--- config.mk ---
export PLATFORM = sky130hd
export DESIGN_NAME = agc_shift_ctrl
export DESIGN_NICKNAME = d
export VERILOG_FILES = /design/src/rtl/agc_pkg.sv /design/src/rtl/agc_shift_ctrl_lzc32.sv /design/src/rtl/agc_shift_ctrl.sv
export SDC_FILE = /design/constraint.sdc
export NUM_CORES = 1
export LEC_CHECK = 0
export ABC_AREA = 1
export BUFFER_PORTS_ARGS = -buffer_cell sky130_fd_sc_hd__buf_2
export CORE_UTILIZATION = 65
export CTS_BUF_LIST = sky130_fd_sc_hd__clkbuf_8
export DETAILED_ROUTE_END_ITERATION = 12
export HOLD_SLACK_MARGIN = 0.05
export PLACE_DENSITY = 0.85
export SLEW_MARGIN = 20
export SYNTH_ARGS = -nofsm -noshare
export SYNTH_HDL_FRONTEND = slang
export SYNTH_HIERARCHICAL = 1
export SYNTH_SLANG_ARGS = --single-unit
--- constraint.sdc ---
create_clock -name clk -period 11.9 [get_ports clk]
set_clock_uncertainty 0.2 [all_clocks]
set_input_delay 1.785 -clock clk [delete_from_list [all_inputs] [get_ports clk]]
set_output_delay 1.785 -clock clk [all_outputs]
set_load 0.005 [all_outputs]
--- src/rtl/agc_pkg.sv ---
// agc_pkg: shared types, widths and helpers for the AGC shift controller.
package agc_pkg;
  typedef enum logic [1:0] {IDLE, LZC, DECIDE} state_e;
  localparam int LZ_W = 6;
  localparam int SH_W = 5;
  function automatic logic [31:0] sat_abs(input logic [31:0] x);
    return x[31] ? ((x == 32'h8000_0000) ? 32'h7FFF_FFFF : (~x + 32'd1)) : x;
  endfunction
  function automatic logic [SH_W-1:0] clamp_shift(input int v, input int max_v);
    return SH_W'((v < 0) ? 0 : ((v > max_v) ? max_v : v));
  endfunction
endpackage

--- src/rtl/agc_shift_ctrl_lzc32.sv ---
// lzc32: combinational 32-bit leading-zero counter, 32 for an all-zero input.
module lzc32
  import agc_pkg::*;
(
  input  logic [31:0]     x,
  output logic [LZ_W-1:0] lz
);
  always_comb begin
    lz = LZ_W'(32);
    for (int i = 0; i < 32; i++) lz = x[i] ? LZ_W'(31 - i) : lz;
  end
endmodule

--- src/rtl/agc_shift_ctrl.sv ---
// agc_shift_ctrl: windowed-peak AGC producing the gain-adjust left shift.
// Define AGC_MANUAL_OVERRIDE_EN to add the manual_en/manual_shift override.
module agc_shift_ctrl
  import agc_pkg::*;
#(
  parameter int WIN_LOG2   = 10,
  parameter int HEADROOM   = 1,
  parameter int MAX_SHIFT  = 16,
  parameter int INIT_SHIFT = 0,
  parameter int HOLD       = 2
) (
  input  logic        clk,
  input  logic        rst,
  input  logic        enable,
  input  logic [31:0] din,
  input  logic        din_valid,
`ifdef AGC_MANUAL_OVERRIDE_EN
  input  logic        manual_en,
  input  logic [4:0]  manual_shift,
`endif
  output logic [15:0] scaled_coeff,
  output logic        shift_valid,
  output logic        clip
);
  localparam logic [7:0] HOLD_C = 8'(HOLD);
  state_e state_q, state_d;
  logic [WIN_LOG2-1:0] cnt_q, cnt_d;
  logic [31:0] peak_q, peak_d, snap_q, snap_d, mag, peak_new;
  logic [LZ_W-1:0] lz_q, lz_d, lz_w;
  logic [SH_W-1:0] tgt_q, tgt_d, cur_q, cur_d, man_shift;
  logic [7:0] hold_q, hold_d, hold_inc;
  logic apply_q, apply_d, sv_q, sv_d, clip_q, clip_d;
  logic samp, win_end, ld_lz, ld_tgt, man, up, dn;

`ifdef AGC_MANUAL_OVERRIDE_EN
  assign man       = manual_en;
  assign man_shift = clamp_shift(int'(manual_shift), MAX_SHIFT);
`else
  assign man       = 1'b0;
  assign man_shift = '0;
`endif

  lzc32 u_lzc (.x(snap_q), .lz(lz_w));

  // The counter wraps to zero on the last sample, so the next window starts with no gap.
  always_comb begin
    mag      = sat_abs(din);
    samp     = enable && din_valid;
    peak_new = (mag > peak_q) ? mag : peak_q;
    win_end  = samp && (&cnt_q);
    cnt_d    = !enable ? '0 : (samp ? cnt_q + 1'b1 : cnt_q);
    peak_d   = (!enable || win_end) ? '0 : (samp ? peak_new : peak_q);
    snap_d   = win_end ? peak_new : snap_q;
    clip_d   = samp && ((mag >> (5'd31 - cur_q)) != 32'd0);
  end

  always_ff @(posedge clk)
    if (rst) state_q <= IDLE;
    else state_q <= state_d;

  always_comb begin
    state_d = (state_q == IDLE) ? (win_end ? LZC : IDLE) :
              (state_q == LZC)  ? DECIDE : IDLE;
  end

  always_comb begin
    ld_lz  = (state_q == LZC);
    ld_tgt = (state_q == DECIDE);
  end

  always_comb begin
    lz_d     = ld_lz ? lz_w : lz_q;
    tgt_d    = ld_tgt ? clamp_shift(int'(lz_q) - HEADROOM, MAX_SHIFT) : tgt_q;
    apply_d  = ld_tgt;
    sv_d     = apply_q;
    hold_inc = hold_q + 8'd1;
    up       = tgt_q > cur_q;
    dn       = tgt_q < cur_q;
    cur_d    = man ? man_shift :
               !apply_q ? cur_q :
               dn ? tgt_q :
               (up && hold_inc >= HOLD_C) ? cur_q + 1'b1 : cur_q;
    hold_d   = (man || !enable) ? '0 :
               !apply_q ? hold_q :
               (up && hold_inc < HOLD_C) ? hold_inc : '0;
  end

  always_ff @(posedge clk)
    if (rst) begin
      cnt_q   <= '0;
      peak_q  <= '0;
      snap_q  <= '0;
      lz_q    <= '0;
      tgt_q   <= '0;
      cur_q   <= SH_W'(INIT_SHIFT);
      hold_q  <= '0;
      apply_q <= 1'b0;
      sv_q    <= 1'b0;
      clip_q  <= 1'b0;
    end else begin
      cnt_q   <= cnt_d;
      peak_q  <= peak_d;
      snap_q  <= snap_d;
      lz_q    <= lz_d;
      tgt_q   <= tgt_d;
      cur_q   <= cur_d;
      hold_q  <= hold_d;
      apply_q <= apply_d;
      sv_q    <= sv_d;
      clip_q  <= clip_d;
    end

  assign scaled_coeff = {{(16 - SH_W){1'b0}}, cur_q};
  assign shift_valid  = sv_q;
  assign clip         = clip_q;
endmodule

# After elaboration in Yosys (flattened, before gate mapping)
# Cells that the tools add are included.
# totals
ff_bits,103
in_bits,36
output_inout_bits,18
elab_cells,87
# op_classes
add_sub_neg,6
order_cmp,7
eq_ne,3
shift,1
muxes,43
bitwise_logic,2
reduce_logical,14
# op_table
op,count
$mux 6,32
$mux 32,3
$add 32x1->32 const B,1
$eq 32x32->1 const B,1
$gt 32x32->1,1
$not 32->32,1
$reduce_bool 32->1,1
$shr 32x5->32,1
$mux 5,4
$add 10x1->10 const B,1
$reduce_and 10->1,1
$add 8x1->8 const B,1
$ge 8x2->1 const B,1
$lt 8x2->1 const B,1
$mux 8,1
$gt 7x6->1 const B,1
$lt 7x1->1 const B,1
$sub 6x1->7 const B,1
$add 5x1->5 const B,1
$gt 5x5->1,1
$logic_and 1x1->1,5
$lt 5x5->1,1
$sub 5x5->5 const A,1
$mux 2,2
other kinds (10),11

# Logic depth before layout (Yosys ltp)
# depth
depth_word,32
mapped_depth,33
depth_no_buf,33

# By module
# Netlist, hierarchy kept.
# modules_own_cells
module,n_inst,cells_per_inst,area_each_um2,seq_area_each_um2
agc_shift_ctrl,1,1481,8485.6,2062.0
lzc32,1,106,441.7,0.0

# Least setup slack after synthesis
# No wires, ideal clock.
# synth_path
kind,input-to-reg
from,input din[0]
to,register peak_q[20]
setup_time_ps,109
arrival_time_ps,4801
required_ps,11591
setup_slack_ps,6789
path_stages,23
path_buffers,5
cell_sequence,inv_1 -> ha_1 -> nand2_1 -> nor2_4 -> nand4_4 -> buf_2 -> buf_2 -> buf_2 -> buf_1 -> nand2_1 -> ha_1 -> a21oi_1 -> nor2_1 -> a211oi_1 -> o221a_2 -> nand2_1 -> nand2_1 -> nand3_2 -> buf_2 -> nand3_1 -> nand3_1 -> nand2_1 -> inv_1
# synth_via
elab_chain_cells,6
word_cells_on_any_way,7
classes_between,add/sub (1); order compare (1); eq/ne (1); mux (3); bitwise (1)
# synth_lines
item,line_no,text
from (decl),agc_shift_ctrl.sv:15,"input logic [31:0] din,"
$not 32->32,agc_pkg.sv:7,return x[31] ? ((x == 32'h8000_0000) ? 32'h7FFF_FFFF : (~x + 32'd1)) : x;
$add 32x1->32,agc_pkg.sv:7,
$mux 32,agc_pkg.sv:7,
$mux 32 (*),agc_pkg.sv:7,
$gt 32x32->1,agc_shift_ctrl.sv:49,peak_new = (mag > peak_q) ? mag : peak_q;
$mux 32 (*),agc_shift_ctrl.sv:49,
to (signal assigned),agc_shift_ctrl.sv:102,peak_q <= peak_d;
to (decl),agc_shift_ctrl.sv:28,"logic [31:0] peak_q, peak_d, snap_q, snap_d, mag, peak_new;"
# Mark *: on every way between the ends. The rest lies on a longest branch, timed or not.
# A chain may end at the register's enable or synchronous reset.

# Worst setup path in the final report
# layout_path
from,input din[31]
to,register peak_q[2]
# Same word-level chain as after synthesis.

==> run_results.csv <==
group,metric,value,unit
logic_synthesis,synth-seq-cells,103,
placed_design,final_weighted_congestion_in_routability_driven_placement,1.006,
global_route,grt_first_pass_wirelength,41.12,mm
logic_synthesis,synthesis.instances,1587,
detailed_routing,vias_per_cell,5.601,
final_layout,multiInputGateArea,0.005688,sq mm
die,rows,42,
clocking,cts.sink_count,103,
timing,worstMarginPinSlew,1.007,ns
global_route,grt_remaining_overflow,0,
worst_setup_path,path_max_fanout,57,
worst_setup_path,regToRegSetupSlack,8.40,ns
worst_setup_path,critical_path.max_stage_delay,0.75,ns
detailed_routing,routed_wl,24.75,mm
final_layout,antenna_cells_inserted,0,
clocking,cts_max_level,3,
clocking,cts-resized-gates,0,
worst_setup_path,cp_data_arrival_time,6.68,ns
placed_design,port_buffers,42,
logic_synthesis,syn_avg_cell_area,5.625,sq um
logic_synthesis,synth_top_flop_cell,"sky130_fd_sc_hd__dfxtp_1",
die,floorplan.initialDensity,0.6715,
placed_design,place.detailed.hpwl,18.51,mm
global_route,grt_antenna_before_repair,0,
timing,fin_crit_sh,0.5497,
worst_setup_path,worst_setup_path_startpoint,"din[31]",
final_layout,layout.filler_cells,1301,
pwr,worst_ir_drop_vdd,52.04,uV
run_status,run_status,"complete, no violations",
timing,final_hold_viol_count,0,
detailed_routing,post_drt_wl_per_cell,14.05,microns
timing,number_of_slew_limit_violations_in_the_final_report,0,
clocking,path_clk_slew,0.11,ns
clocking,worst_skew_pair.late_latency,0.39,ns
clocking,cts.root.buffer_cell,"sky130_fd_sc_hd__clkbuf_8",
logic_synthesis,synthesized_area,0.008927,sq mm
min_path,hp-start,"hold_q[7]$_SDFFE_PP0P_",
timing,max_clk_rate,152.9,MHz
clocking,clock_path_buffers,2,
worst_setup_path,cpMostUsedCell,"sky130_fd_sc_hd__nand2_1",
logic_synthesis,sequential_area_share_after_synthesis,0.2310,
logic_synthesis,number_of_distinct_library_cell_variants_in_the_gate_level_netlist_after_synthesis,45,
global_route,pin_count_of_the_biggest_net_entering_global_routing,65,
die,design.core.area,0.01330,sq mm
detailed_routing,dr.pass1.iters,5,
worst_setup_path,worstRegToRegCells,10,
worst_setup_path,r2r-start,"cur_q[1]$_SDFFE_PP0P_",
clocking,cts-buffers-inserted,9,
min_path,hold_path_end,"hold_q[7]$_SDFFE_PP0P_",
worst_setup_path,critical_path.startpoint_type,"input pin",
worst_setup_path,setup.worst_path.end_class,"flop",
final_layout,drive_gt1_frac,0.05927,
timing,slew_headroom,0.3242,
detailed_routing,drt.antenna.violating_nets,0,
die,die-height,119.2,microns
die,io_pins,54,
pwr,power-per-cell-area,79.02,mW/mm^2
worst_setup_path,worst_path_max_delay_cell,"sky130_fd_sc_hd__nand2_2",
timing,finalHoldWorstSlack,0.2642,ns
worst_setup_path,crit_type,"in -> reg",
final_layout,final-seq-area,0.002062,sq mm
detailed_routing,vias,9869,
detailed_routing,drt-initial-drc-count,1051,
final_layout,layout_common_cells,"461 x sky130_fd_sc_hd__nand2_1, 266 x sky130_fd_sc_hd__nand3_1, 217 x sky130_fd_sc_hd__inv_1",
logic_synthesis,number_of_synthesized_flops_with_an_enable_pin,0,
timing,total_setup_violations_reported_at_the_end_of_the_flow,0,
detailed_routing,drc_errors,0,
min_path,hold_class,"reg -> reg",
die,chipWidth,119.2,microns
min_path,hold_path_depth,2,
clocking,cts.hold.buffers_added,0,
logic_synthesis,yosysWarningCount,6,
pwr,static-leakage-power,0.004781,uW
worst_setup_path,reg2reg_to,"cur_q[1]$_SDFFE_PP0P_",
worst_setup_path,crit_required,12.04,ns
timing,grt_setup_unrepaired,"false",
final_layout,fin_nets,1652,
timing,period_needed,6.541,ns
run,timing.max_cap.violations,0,
die,die-area,0.01421,sq mm
global_route,via_count_of_the_first_global_routing_pass,8573,
final_layout,layout.cells.most_common,"sky130_fd_sc_hd__nand2_1",
global_route,grt_use_total,0.3582,
timing,totalNegativeSetupSlack,0,ns
clocking,cts.repair_timing.setup_buffer_count,0,
worst_setup_path,critical_path.cell_chain,"buf_2 > inv_2 > nor2_4 > nand2_1 > nor2_4 > nand4_4 > buf_4 > a21oi_1 > ha_1 > inv_1 > o21bai_1 > nand4_1 > nand2_1 > nand2_1 > nand2_1 > nand2_1 > nand2_1 > nand2_1 > nand3_2 > nand2_2 > nand2_1 > nand3_1 > nand2_1 > inv_1",
logic_synthesis,fraction_of_registers_with_async_set_reset,0,
clocking,tritoncts,"built",
final_layout,layout-area-overhead-vs-synth,3.896,%
area by class of cell:
cell class	instances	area share
inverter	225	0.09106
clock buffer	9	0.01335
timing repair buffer	50	0.02914
multi-input combinational	1192	0.6132
tap	176	0.02374
clock inverter	7	0.007150
sequential	103	0.2223
worst max-delay path by stage:
stage | depth (start not counted) | endpoint | slack, ns
after floorplan | 23 | peak_q[20]$_SDFFE_PP0P_ | 6.79
after global placement | 24 | snap_q[14]$_SDFFE_PP0P_ | 5.13
after detailed placement | 24 | snap_q[2]$_SDFFE_PP0P_ | 5.04
after CTS | 24 | peak_q[2]$_SDFFE_PP0P_ | 5.44
after global routing | 24 | peak_q[2]$_SDFFE_PP0P_ | 4.88
final | 24 | peak_q[2]$_SDFFE_PP0P_ | 5.36
power by group:
| group | internal [uW] | switching (uW) | leakage [uW] |
|---|---|---|---|
| clock | 80.4 | 136 | 0.0000896 |
| sequential | 349 | 2.49 | 0.000832 |
| combinational | 50.4 | 115 | 0.00386 |
| total | 479 | 254 | 0.00478 |
per-stage QoR:
stage	instance area (sq um)	cells	utilization	setup slack (ns)	total power, uW
2_1_floorplan	8965	1597	-	6.789	484.1
3_3_place_gp	9085	1746	0.6833	5.130	516.9
3_5_place_dp	9085	1746	0.6833	5.038	519.8
4_1_cts	9275	1762	0.6976	5.439	730.9
5_1_grt	9275	1762	0.6976	4.879	773.7
6_report	9275	1762	0.6976	5.359	732.9
cells in the mapped netlist, types with 2 or more instances:
cell | instances | share of area
sky130_fd_sc_hd__nor2_2 | 6 | 0.0042
sky130_fd_sc_hd__nand3_2 | 2 | 0.0022
sky130_fd_sc_hd__ha_1 | 35 | 0.049
sky130_fd_sc_hd__o21ai_0 | 33 | 0.019
sky130_fd_sc_hd__xnor2_1 | 5 | 0.0049
sky130_fd_sc_hd__nor3_1 | 13 | 0.0073
sky130_fd_sc_hd__a211oi_1 | 4 | 0.0034
sky130_fd_sc_hd__inv_2 | 6 | 0.0025
sky130_fd_sc_hd__nand3_1 | 266 | 0.15
sky130_fd_sc_hd__inv_1 | 217 | 0.091
sky130_fd_sc_hd__nor2_4 | 3 | 0.0038
sky130_fd_sc_hd__dfxtp_1 | 103 | 0.23
sky130_fd_sc_hd__buf_2 | 14 | 0.0078
sky130_fd_sc_hd__a31o_2 | 2 | 0.0020
sky130_fd_sc_hd__nor4_1 | 5 | 0.0035
sky130_fd_sc_hd__clkinv_1 | 2 | 0.00084
sky130_fd_sc_hd__buf_1 | 11 | 0.0046
sky130_fd_sc_hd__buf_4 | 14 | 0.012
sky130_fd_sc_hd__nand2_1 | 461 | 0.19
sky130_fd_sc_hd__nor2_1 | 188 | 0.079
sky130_fd_sc_hd__o21ai_1 | 3 | 0.0017
sky130_fd_sc_hd__buf_6 | 4 | 0.0050
sky130_fd_sc_hd__o211ai_1 | 2 | 0.0017
sky130_fd_sc_hd__xor2_1 | 8 | 0.0078
sky130_fd_sc_hd__nand2_2 | 2 | 0.0014
sky130_fd_sc_hd__a21oi_1 | 65 | 0.036
sky130_fd_sc_hd__nand4_1 | 51 | 0.036
sky130_fd_sc_hd__clkbuf_1 | 34 | 0.014
sky130_fd_sc_hd__o21bai_1 | 5 | 0.0042
sky130_fd_sc_hd__a31oi_1 | 3 | 0.0021
sky130_fd_sc_hd__nand3b_1 | 6 | 0.0050
metal layers:
metal,vias up,global-route usage,wire (microns)
met5,-,0,0
met4,0,0.1566,926
met3,66,0.05460,2146
met2,447,0.5360,10300
met1,4293,0.5059,11380
li1,5063,-,-
critical path, delay by kind of cell:
kind            cells  cell delay (ns)
compound gates      2             0.45
fa+ha+maj           1             0.32
buf+inv             5             1.29
simple gates       16             2.79
kinds of logic (layout without fill, tap and decap cells):
group | after synthesis | count (layout) | synth area share
flip-flops | 103 | 103 | 0.2310
buffers and inverters | 302 | 291 | 0.1382
XOR/XNOR | 13 | 13 | 0.01275
AND/OR/NAND/NOR | 1009 | 1009 | 0.4912
multiplexers | 1 | 1 | 0.001261
other | 1 | 11 | 0.0004201
AO/OA/AOI/OAI | 123 | 123 | 0.07610
adder cells (fa/ha/maj) | 35 | 35 | 0.04905
registers in the layout, summed over array words and instances (netlist names):
| name | count |
|---|---|
| hold_q | 8 |
| state_q | 2 |
| peak_q | 32 |
| apply_q | 1 |
| tgt_q | 5 |
| snap_q | 32 |
| clip | 1 |
| cnt_q | 10 |
| lz_q | 6 |
| shift_valid | 1 |
| cur_q | 5 |
Note: power is estimated with default switching activity, not from simulation.
